## src/rtl/reset_request.sv

```systemverilog
// Merges the reset button, keyboard reset pulse and OSD reset level into one
// clean active-low request with a minimum pulse width and a post-release holdoff.
module reset_request #(
    parameter int DB_COUNT  = 200,
    parameter int MIN_PULSE = 64,
    parameter int HOLDOFF   = 255
) (
    input  logic       clk14,
    input  logic       rst_n,
    input  logic       enable,
    input  logic       btn_n,
    input  logic       key_req,
    input  logic       osd_req,
    output logic       req_rst_n,
    output logic       busy,
    output logic [1:0] cause
);

    localparam int CNT_MAX = (MIN_PULSE > HOLDOFF) ? MIN_PULSE : HOLDOFF;
    localparam int CNT_W   = (CNT_MAX > 1) ? $clog2(CNT_MAX) : 1;
    localparam int DB_W    = (DB_COUNT > 1) ? $clog2(DB_COUNT) : 1;

    localparam logic [CNT_W-1:0] PULSE_LAST = CNT_W'(MIN_PULSE - 1);
    localparam logic [CNT_W-1:0] HOLD_LAST  = CNT_W'(HOLDOFF - 1);
    localparam logic [DB_W-1:0]  DB_LAST    = DB_W'(DB_COUNT - 1);

    typedef enum logic [1:0] {
        ST_IDLE,
        ST_ASSERT,
        ST_HOLD,
        ST_HOLDOFF
    } state_t;

    state_t           state_q, state_d;
    logic [CNT_W-1:0] cnt_q, cnt_d;
    logic             req_q, req_d;
    logic             busy_q, busy_d;
    logic [1:0]       cause_q, cause_d;
    logic             key_pend_q, key_pend_d;

    logic            sync1, btn_s;
    logic            btn_db, btn_press;
    logic [DB_W-1:0] db_cnt;
    logic            trigger;

    // The synchroniser runs every cycle so the button is never sampled stale
    always_ff @(posedge clk14) begin
        if (!rst_n) begin
            sync1 <= 1'b1;
            btn_s <= 1'b1;
        end else begin
            sync1 <= btn_n;
            btn_s <= sync1;
        end
    end

    always_ff @(posedge clk14) begin
        if (!rst_n) begin
            btn_db    <= 1'b1;
            db_cnt    <= '0;
            btn_press <= 1'b0;
        end else if (enable) begin
            btn_press <= 1'b0;
            if (btn_s != btn_db) begin
                if (db_cnt == DB_LAST) begin
                    btn_db    <= btn_s;
                    db_cnt    <= '0;
                    btn_press <= ~btn_s;
                end else begin
                    db_cnt <= db_cnt + 1'b1;
                end
            end else begin
                db_cnt <= '0;
            end
        end
    end

    assign trigger = osd_req | btn_press | key_pend_q;

    always_ff @(posedge clk14) begin
        if (!rst_n) begin
            state_q    <= ST_IDLE;
            cnt_q      <= '0;
            req_q      <= 1'b1;
            busy_q     <= 1'b0;
            cause_q    <= 2'd0;
            key_pend_q <= 1'b0;
        end else begin
            state_q    <= state_d;
            cnt_q      <= cnt_d;
            req_q      <= req_d;
            busy_q     <= busy_d;
            cause_q    <= cause_d;
            key_pend_q <= key_pend_d;
        end
    end

    // A keyboard pulse arriving mid-request is dropped rather than queued
    always_comb begin
        state_d    = state_q;
        cnt_d      = cnt_q;
        req_d      = req_q;
        cause_d    = cause_q;
        key_pend_d = key_pend_q;

        if (key_req)
            key_pend_d = (state_q == ST_IDLE);

        if (enable) begin
            case (state_q)
                ST_IDLE: begin
                    if (trigger) begin
                        state_d    = ST_ASSERT;
                        cnt_d      = '0;
                        req_d      = 1'b0;
                        key_pend_d = 1'b0;
                        if (osd_req)
                            cause_d = 2'd3;
                        else if (btn_press)
                            cause_d = 2'd2;
                        else
                            cause_d = 2'd1;
                    end
                end
                ST_ASSERT: begin
                    if (cnt_q == PULSE_LAST) begin
                        if (osd_req || !btn_db) begin
                            state_d = ST_HOLD;
                        end else begin
                            state_d = ST_HOLDOFF;
                            req_d   = 1'b1;
                            cnt_d   = '0;
                        end
                    end else begin
                        cnt_d = cnt_q + 1'b1;
                    end
                end
                ST_HOLD: begin
                    if (!osd_req && btn_db) begin
                        state_d = ST_HOLDOFF;
                        req_d   = 1'b1;
                        cnt_d   = '0;
                    end
                end
                ST_HOLDOFF: begin
                    if (cnt_q == HOLD_LAST)
                        state_d = ST_IDLE;
                    else
                        cnt_d = cnt_q + 1'b1;
                end
                default: state_d = ST_IDLE;
            endcase
        end

        busy_d = (state_d != ST_IDLE);
    end

    assign req_rst_n = req_q;
    assign busy      = busy_q;
    assign cause     = cause_q;

endmodule
```

## config.mk

```make
export PLATFORM = sky130hd
export DESIGN_NAME = reset_request
export DESIGN_NICKNAME = d
export VERILOG_FILES = /design/src/rtl/reset_request.sv
export SDC_FILE = /design/constraint.sdc
export NUM_CORES = 1
export LEC_CHECK = 0
export ABC_AREA = 1
export CAP_MARGIN = 10
export CORE_ASPECT_RATIO = 1.2
export CORE_UTILIZATION = 58
export CTS_BUF_LIST = sky130_fd_sc_hd__clkbuf_4 sky130_fd_sc_hd__clkbuf_8 sky130_fd_sc_hd__clkbuf_16
export CTS_CLUSTER_SIZE = 12
export DETAILED_ROUTE_END_ITERATION = 12
export GPL_TIMING_DRIVEN = 0
export PLACE_DENSITY_LB_ADDON = 0.25
export SLEW_MARGIN = 20
export SYNTH_ARGS = -nofsm -noshare
export SYNTH_HDL_FRONTEND = slang
export SYNTH_SLANG_ARGS = --single-unit
```

## constraint.sdc

```tcl
create_clock -name clk14 -period 2.12 [get_ports clk14]
set_input_delay 0.318 -clock clk14 [delete_from_list [all_inputs] [get_ports clk14]]
set_output_delay 0.318 -clock clk14 [all_outputs]
set_load 0.005 [all_outputs]
```

==> flow_metrics.py, run 1 <==
metrics = {
    "yosys": {
        "synth_edf_count": 0,
        "yosysSeqAreaShare_pct": 34.4,
        "synth_cells": 233,
        "syn_nets": 247,
        "ys_ff_latch": 27,
        "yosys_warnings": 0,
        "synth_cell_types": 29,
        "ys_async_sr_fraction_pct": 0,
        "syn_area_mm2": 0.00157,
        "syn_area_per_cell_um2": 6.74,
        "synth_flop_cell": "dfxtp_1",
    },
    "run": {
        "drv_cap": 0,
    },
    "die": {
        "start_util_pct": 61.5,
        "rows": 20,
        "core_mm2": 0.00255,
        "fp.dieW_um": 49.5,
        "dieArea_mm2": 0.00292,
        "ios": 10,
        "die_h_um": 59,
    },
    "min_path": {
        "hold_depth": 2,
        "hp-class": "in -> reg",
    },
    "clock_tree": {
        "root_buffer": "clkbuf_4",
        "cts_resized": 0,
        "clk_path_buf_depth": 2,
        "post-cts-setup-buffers": 0,
        "numClockSinks": 27,
        "ctsHtreeMaxLevel": 1,
        "clk_pin_slew_ns": 0.14,
        "cts_made_buffers": 3,
        "holdBufCountCts": 0,
        "clk_latency_ns": 0.32,
        "tritoncts": "done",
    },
    "power": {
        "pwr-share-comb_pct": 13.8,
        "p_clk_share_pct": 24.9,
        "p_int_mw": 0.646,
        "power_mw": 0.880,
        "power_leakage_nw": 0.782,
        "p_seq_share_pct": 61.3,
        "peakVddDrop_v": 0.000498,
        "swShare_pct": 26.6,
        "power_density_mw_per_mm2": 515,
        "p_switching_mw": 0.234,
    },
    "setup_path": {
        "arrival_ns": 1.95,
        "crit_fanout": 8,
        "crit_path_start_kind": "register",
        "r2r_slack_ns": 0.38,
        "path_class": "reg -> reg",
        "ff2ff_path_depth": 10,
        "crit_path_end_kind": "register",
        "crit_required_ns": 2.33,
    },
    "timing": {
        "final_hold_viol_count": 0,
        "setup_viol": 0,
        "clock_skew_ns": 0.00509,
        "rsz0062_at_grt": "no",
        "holdWs_ns": 0.266,
        "worst_pin_slew_ns": 0.521,
        "post-route-min-period_ns": 1.74,
        "fmax_ghz": 0.573,
        "worst_slew_margin_rel_pct": 64.9,
        "slew_viol_final": 0,
        "fin_crit_sh_pct": 82.3,
        "tns_ns": 0,
        "setup_ws_ns": 0.375,
    },
    "route": {
        "drt-initial-drc-count": 29,
        "num_vias": 1407,
        "wl_um": 2920,
        "drtPass1Iterations": 4,
        "via_per_inst": 5.08,
        "drc": 0,
        "wl_per_cell_um": 10.5,
        "ant_nets": 0,
    },
    "placed_design": {
        "pre_cts_slack_ns": 0.224,
        "port_buffers": 7,
        "place.gp.congestion": 0.815,
        "dpl.cell_count": 273,
        "dp_hpwl_um": 2200,
        "placed_area_mm2": 0.00168,
    },
    "global_route": {
        "grt_start_max_net_pins": 16,
        "antenna_found_initial": 0,
        "grt_pass1_vias": 1263,
        "grt_use_total_pct": 22.7,
        "grt_overflow": 0,
        "grt_pass1_wl_um": 5090,
    },
    "finish": {
        "num_antenna_cells": 0,
        "syn2layout_area_growth_pct": 8.84,
        "drive_gt1_share_pct": 7.79,
        "final_nets": 259,
        "final_util_pct": 67.0,
        "fin_area_mm2": 0.00171,
        "finalNonFillerCells": 277,
    },
    "status": {
        "status": "completed",
    },
}
-- final timing paths --
path                         startpoint                     end
setup / recovery  state_q[1]$_SDFF_PN0_   cnt_q[6]$_SDFFE_PN0P_
hold reg to reg        sync1$_SDFF_PN1_        btn_s$_SDFF_PN1_
setup reg to reg  state_q[1]$_SDFF_PN0_   cnt_q[6]$_SDFFE_PN0P_
hold / removal                    rst_n  req_rst_n$_SDFFE_PN1P_
-- placed cells by master (no fill, tap or decap), drive strengths merged, types with 2 or more instances in the layout --
cell,synthesis,final
buf,2,2
ha,8,8
a21oi,16,16
clkdlybuf4s50,0,7
nor2,23,23
nand2,72,72
dfxtp,27,27
xnor2,3,3
clkbuf,2,5
nor3,4,4
o21ai,10,10
nand4,5,5
or2,2,2
xor2,4,4
inv,31,31
nand3,18,18
-- worst max-delay path, stage by stage, from the launching register on --
cell	delay, ns
dfxtp_1	0.39
inv_1	0.12
ha_1	0.31
inv_1	0.14
nor2_1	0.18
nand3_2	0.10
nand2_1	0.10
nor2b_2	0.05
buf_6	0.13
nand2_1	0.06
a21oi_1	0.05
-- kinds of logic after synthesis --
| group | count (synthesis) | synth area share (%) |
|---|---|---|
| compound gates | 28 | 9.48 |
| xor+xnor | 7 | 3.90 |
| fa+ha+maj | 8 | 6.37 |
| buf+inv | 35 | 9.00 |
| flops | 27 | 34.4 |
| simple gates | 128 | 36.8 |
-- power by group through the flow --
| stage | Sequential [mW] | Clock (mW) | Combinational [mW] |
|---|---|---|---|
| final | 0.539 | 0.219 | 0.121 |
| after global routing | 0.542 | 0.249 | 0.139 |
| after CTS | 0.539 | 0.232 | 0.123 |
| after detailed placement | 0.550 | 0 | 0.122 |
| after global placement | 0.550 | 0 | 0.120 |
| after floorplan | 0.548 | 0 | 0.0809 |
-- registers in the layout, indices dropped and copies added (netlist names) --
register / count
sync1: 1
btn_press: 1
btn_s: 1
state_q: 2
busy: 1
cause: 2
req_rst_n: 1
btn_db: 1
db_cnt: 8
key_pend_q: 1
cnt_q: 8
-- layer usage --
layer	share of wire (%)	vias up	global-route usage, %
met5	0	-	0
met4	1.4	0	11.0
met3	2.1	4	3.08
met2	49	14	41.1
met1	48	629	26.5
li1	-	760	-
-- cell type report --
class / count / area, um^2
inverters: 31 / 116
plain buffers: 4 / 25.0
fillers: 250 / 843
flip-flops and latches: 27 / 541
well taps: 33 / 41.3
clock buffers: 3 / 22.5
multi-input cells: 171 / 888
repair buffers: 7 / 70.1
clock inverters: 1 / 5.00
-- cells in the mapped netlist, types with 2 or more instances --
| cell type | n | area (um^2) |
|---|---|---|
| dfxtp_1 | 27 | 541 |
| xnor2_1 | 3 | 26.3 |
| a21oi_1 | 16 | 80.1 |
| nand3_2 | 2 | 20.0 |
| or2_2 | 2 | 12.5 |
| xor2_1 | 4 | 35.0 |
| nand2_2 | 2 | 12.5 |
| nor2_4 | 2 | 22.5 |
| o21ai_0 | 9 | 45.0 |
| nand3_1 | 16 | 80.1 |
| nor3_1 | 4 | 20.0 |
| nor2_1 | 20 | 75.1 |
| ha_1 | 8 | 100 |
| inv_1 | 31 | 116 |
| nand2_1 | 70 | 263 |
| nand4_1 | 4 | 25.0 |
No activity file was read; power rests on OpenSTA's default activity.
==> run 2: changes to the inputs <==
Settings changed: CORE_UTILIZATION 58 to 52.
Clock period 2.12 ns to 1.4 ns, I/O delays scaled along.
==> flow_metrics.py, run 2 (synthesized netlist as in run 1, its figures left out) <==
metrics = {
    "die": {
        "core_mm2": 0.00284,
        "fp.dieW_um": 52.2,
        "dieArea_mm2": 0.00324,
        "start_util_pct": 55.3,
        "rows": 21,
        "die_h_um": 62.2,
        "ios": 10,
    },
    "placed_design": {
        "dp_hpwl_um": 2330,
        "port_buffers": 7,
        "place.gp.congestion": 0.848,
    },
    "timing": {
        "slew_viol_final": 0,
        "worst_pin_slew_ns": 0.544,
        "post-route-min-period_ns": 1.49,
        "final_hold_viol_count": 0,
        "fmax_ghz": 0.673,
        "setup_viol": 10,
        "holdWs_ns": 0.152,
        "worst_slew_margin_rel_pct": 63.7,
        "setup_ws_ns": -0.0858,
        "clock_skew_ns": 0.00881,
        "tns_ns": -0.586,
        "fin_crit_sh_pct": 106,
        "rsz0062_at_grt": "yes",
    },
    "setup_path": {
        "critPathLaunch": "state_q[0]$_SDFF_PN0_",
        "crit_path_start_kind": "register",
        "crit_fanout": 8,
        "path_class": "reg -> reg",
        "critical_path.endpoint": "cnt_q[1]$_SDFFE_PN0P_",
        "crit_required_ns": 1.62,
        "arrival_ns": 1.70,
        "reg2reg_from": "state_q[0]$_SDFF_PN0_",
        "ff2ff_path_depth": 10,
        "r2r_slack_ns": -0.09,
        "crit_path_end_kind": "register",
        "r2r-end": "cnt_q[1]$_SDFFE_PN0P_",
    },
    "global_route": {
        "antenna_found_initial": 0,
        "grt_use_total_pct": 24.9,
        "grt_overflow": 0,
        "grt_start_max_net_pins": 16,
        "grt_pass1_wl_um": 6150,
        "grt_pass1_vias": 1461,
    },
    "clock_tree": {
        "clk_pin_slew_ns": 0.15,
        "cts_made_buffers": 3,
        "ctsHtreeMaxLevel": 1,
        "root_buffer": "clkbuf_4",
        "tritoncts": "done",
        "clk_path_buf_depth": 2,
        "numClockSinks": 27,
        "clk_latency_ns": 0.33,
    },
    "route": {
        "num_vias": 1587,
        "drc": 0,
        "ant_nets": 0,
        "via_per_inst": 5.40,
        "wl_um": 3770,
        "wl_per_cell_um": 12.8,
        "drtPass1Iterations": 6,
        "drt-initial-drc-count": 45,
    },
    "power": {
        "power_density_mw_per_mm2": 708,
        "peakVddDrop_v": 0.000760,
        "power_leakage_nw": 0.936,
        "power_mw": 1.44,
    },
    "finish": {
        "final_nets": 275,
        "syn2layout_area_growth_pct": 29.4,
        "drive_gt1_share_pct": 29.2,
        "num_antenna_cells": 0,
        "top_regs": "cnt_q x8, db_cnt x8",
        "final_util_pct": 71.6,
        "mostFrequentLayoutCell": "nand2_1",
        "final_cell_mix": "63 x nand2_1, 25 x inv_1, 16 x nand3_1, 16 x buf_4, 15 x nor2_1",
    },
    "status": {
        "violations": "negative setup slack",
        "status": "complete, but fails checks",
    },
    "run": {
        "drv_cap": 0,
    },
    "min_path": {
        "hp-class": "in -> reg",
    },
}
-- run 2: changes by cell type in the layout (fill, tap and decap cells not counted), sizes merged --
cell and change:
clkdlybuf4s50 -4, buf +16, dlymetal6s2s +3, dlygate4sd2 +1
-- run 2: area by class of cell --
cell class                      instances  area (um^2)
Buffer                                  4         25.0
Clock buffer                            3         22.5
Clock inverter                          1         5.00
Fill cell                             216          806
Inverter                               31          129
Multi-Input combinational cell        171         1040
Sequential cell                        27          573
Tap cell                               34         42.5
Timing Repair Buffer                   23          196
-- run 2: metal layers --
metal | part of all wire (%) | up-vias | GRT usage (%)
li1 | - | 793 | -
met1 | 43 | 732 | 29.3
met2 | 50 | 46 | 42.3
met3 | 3.1 | 16 | 3.19
met4 | 4.1 | 0 | 13.2
met5 | 0 | - | 0
-- run 2: how the worst min path moves through the flow --
stage,cells after the start,slack [ns],start,endpoint
after CTS,2,0.15,rst_n,req_rst_n$_SDFFE_PN1P_
after floorplan,1,0.32,btn_n,sync1$_SDFF_PN1_
after global routing,2,0.16,rst_n,req_rst_n$_SDFFE_PN1P_
after global placement,1,0.40,sync1$_SDFF_PN1_,btn_s$_SDFF_PN1_
final,2,0.15,rst_n,req_rst_n$_SDFFE_PN1P_
after detailed placement,1,0.41,sync1$_SDFF_PN1_,btn_s$_SDFF_PN1_
-- run 2: metrics by stage --
stage | instances | setup slack [ns] | cell area, um^2
floorplan | 233 | 0.00763 | 1610
global placement | 274 | -0.397 | 1720
detailed placement | 274 | -0.400 | 1720
CTS | 289 | -0.0397 | 1920
global route | 294 | -0.173 | 2030
finish | 294 | -0.0858 | 2030
-- run 2: worst max-delay path, cell delays in order, from the launching register on --
cell and delay [ns]:
dfxtp_4 0.42, inv_6 0.06, ha_4 0.17, inv_4 0.06
o21ai_4 0.06, nor2_4 0.15, nor2b_4 0.17, buf_6 0.14
nand2_2 0.05, nand2_1 0.05, nor2_1 0.03
-- run 2: power breakdown --
part | switching [mW] | leakage [nW] | internal [mW]
registers | 0.0217 | 0.227 | 0.791
logic | 0.152 | 0.691 | 0.122
clock network | 0.244 | 0.0177 | 0.107
-- run 2: repair_timing --
| action | in CTS | in global routing |
|---|---|---|
| hold buffers | 0 | 0 |
| buffers inserted | 11 | 5 |
| setup endpoints to repair | 23 | 19 |
| gates resized for setup | 30 | 25 |
| pin swaps | 8 | 0 |
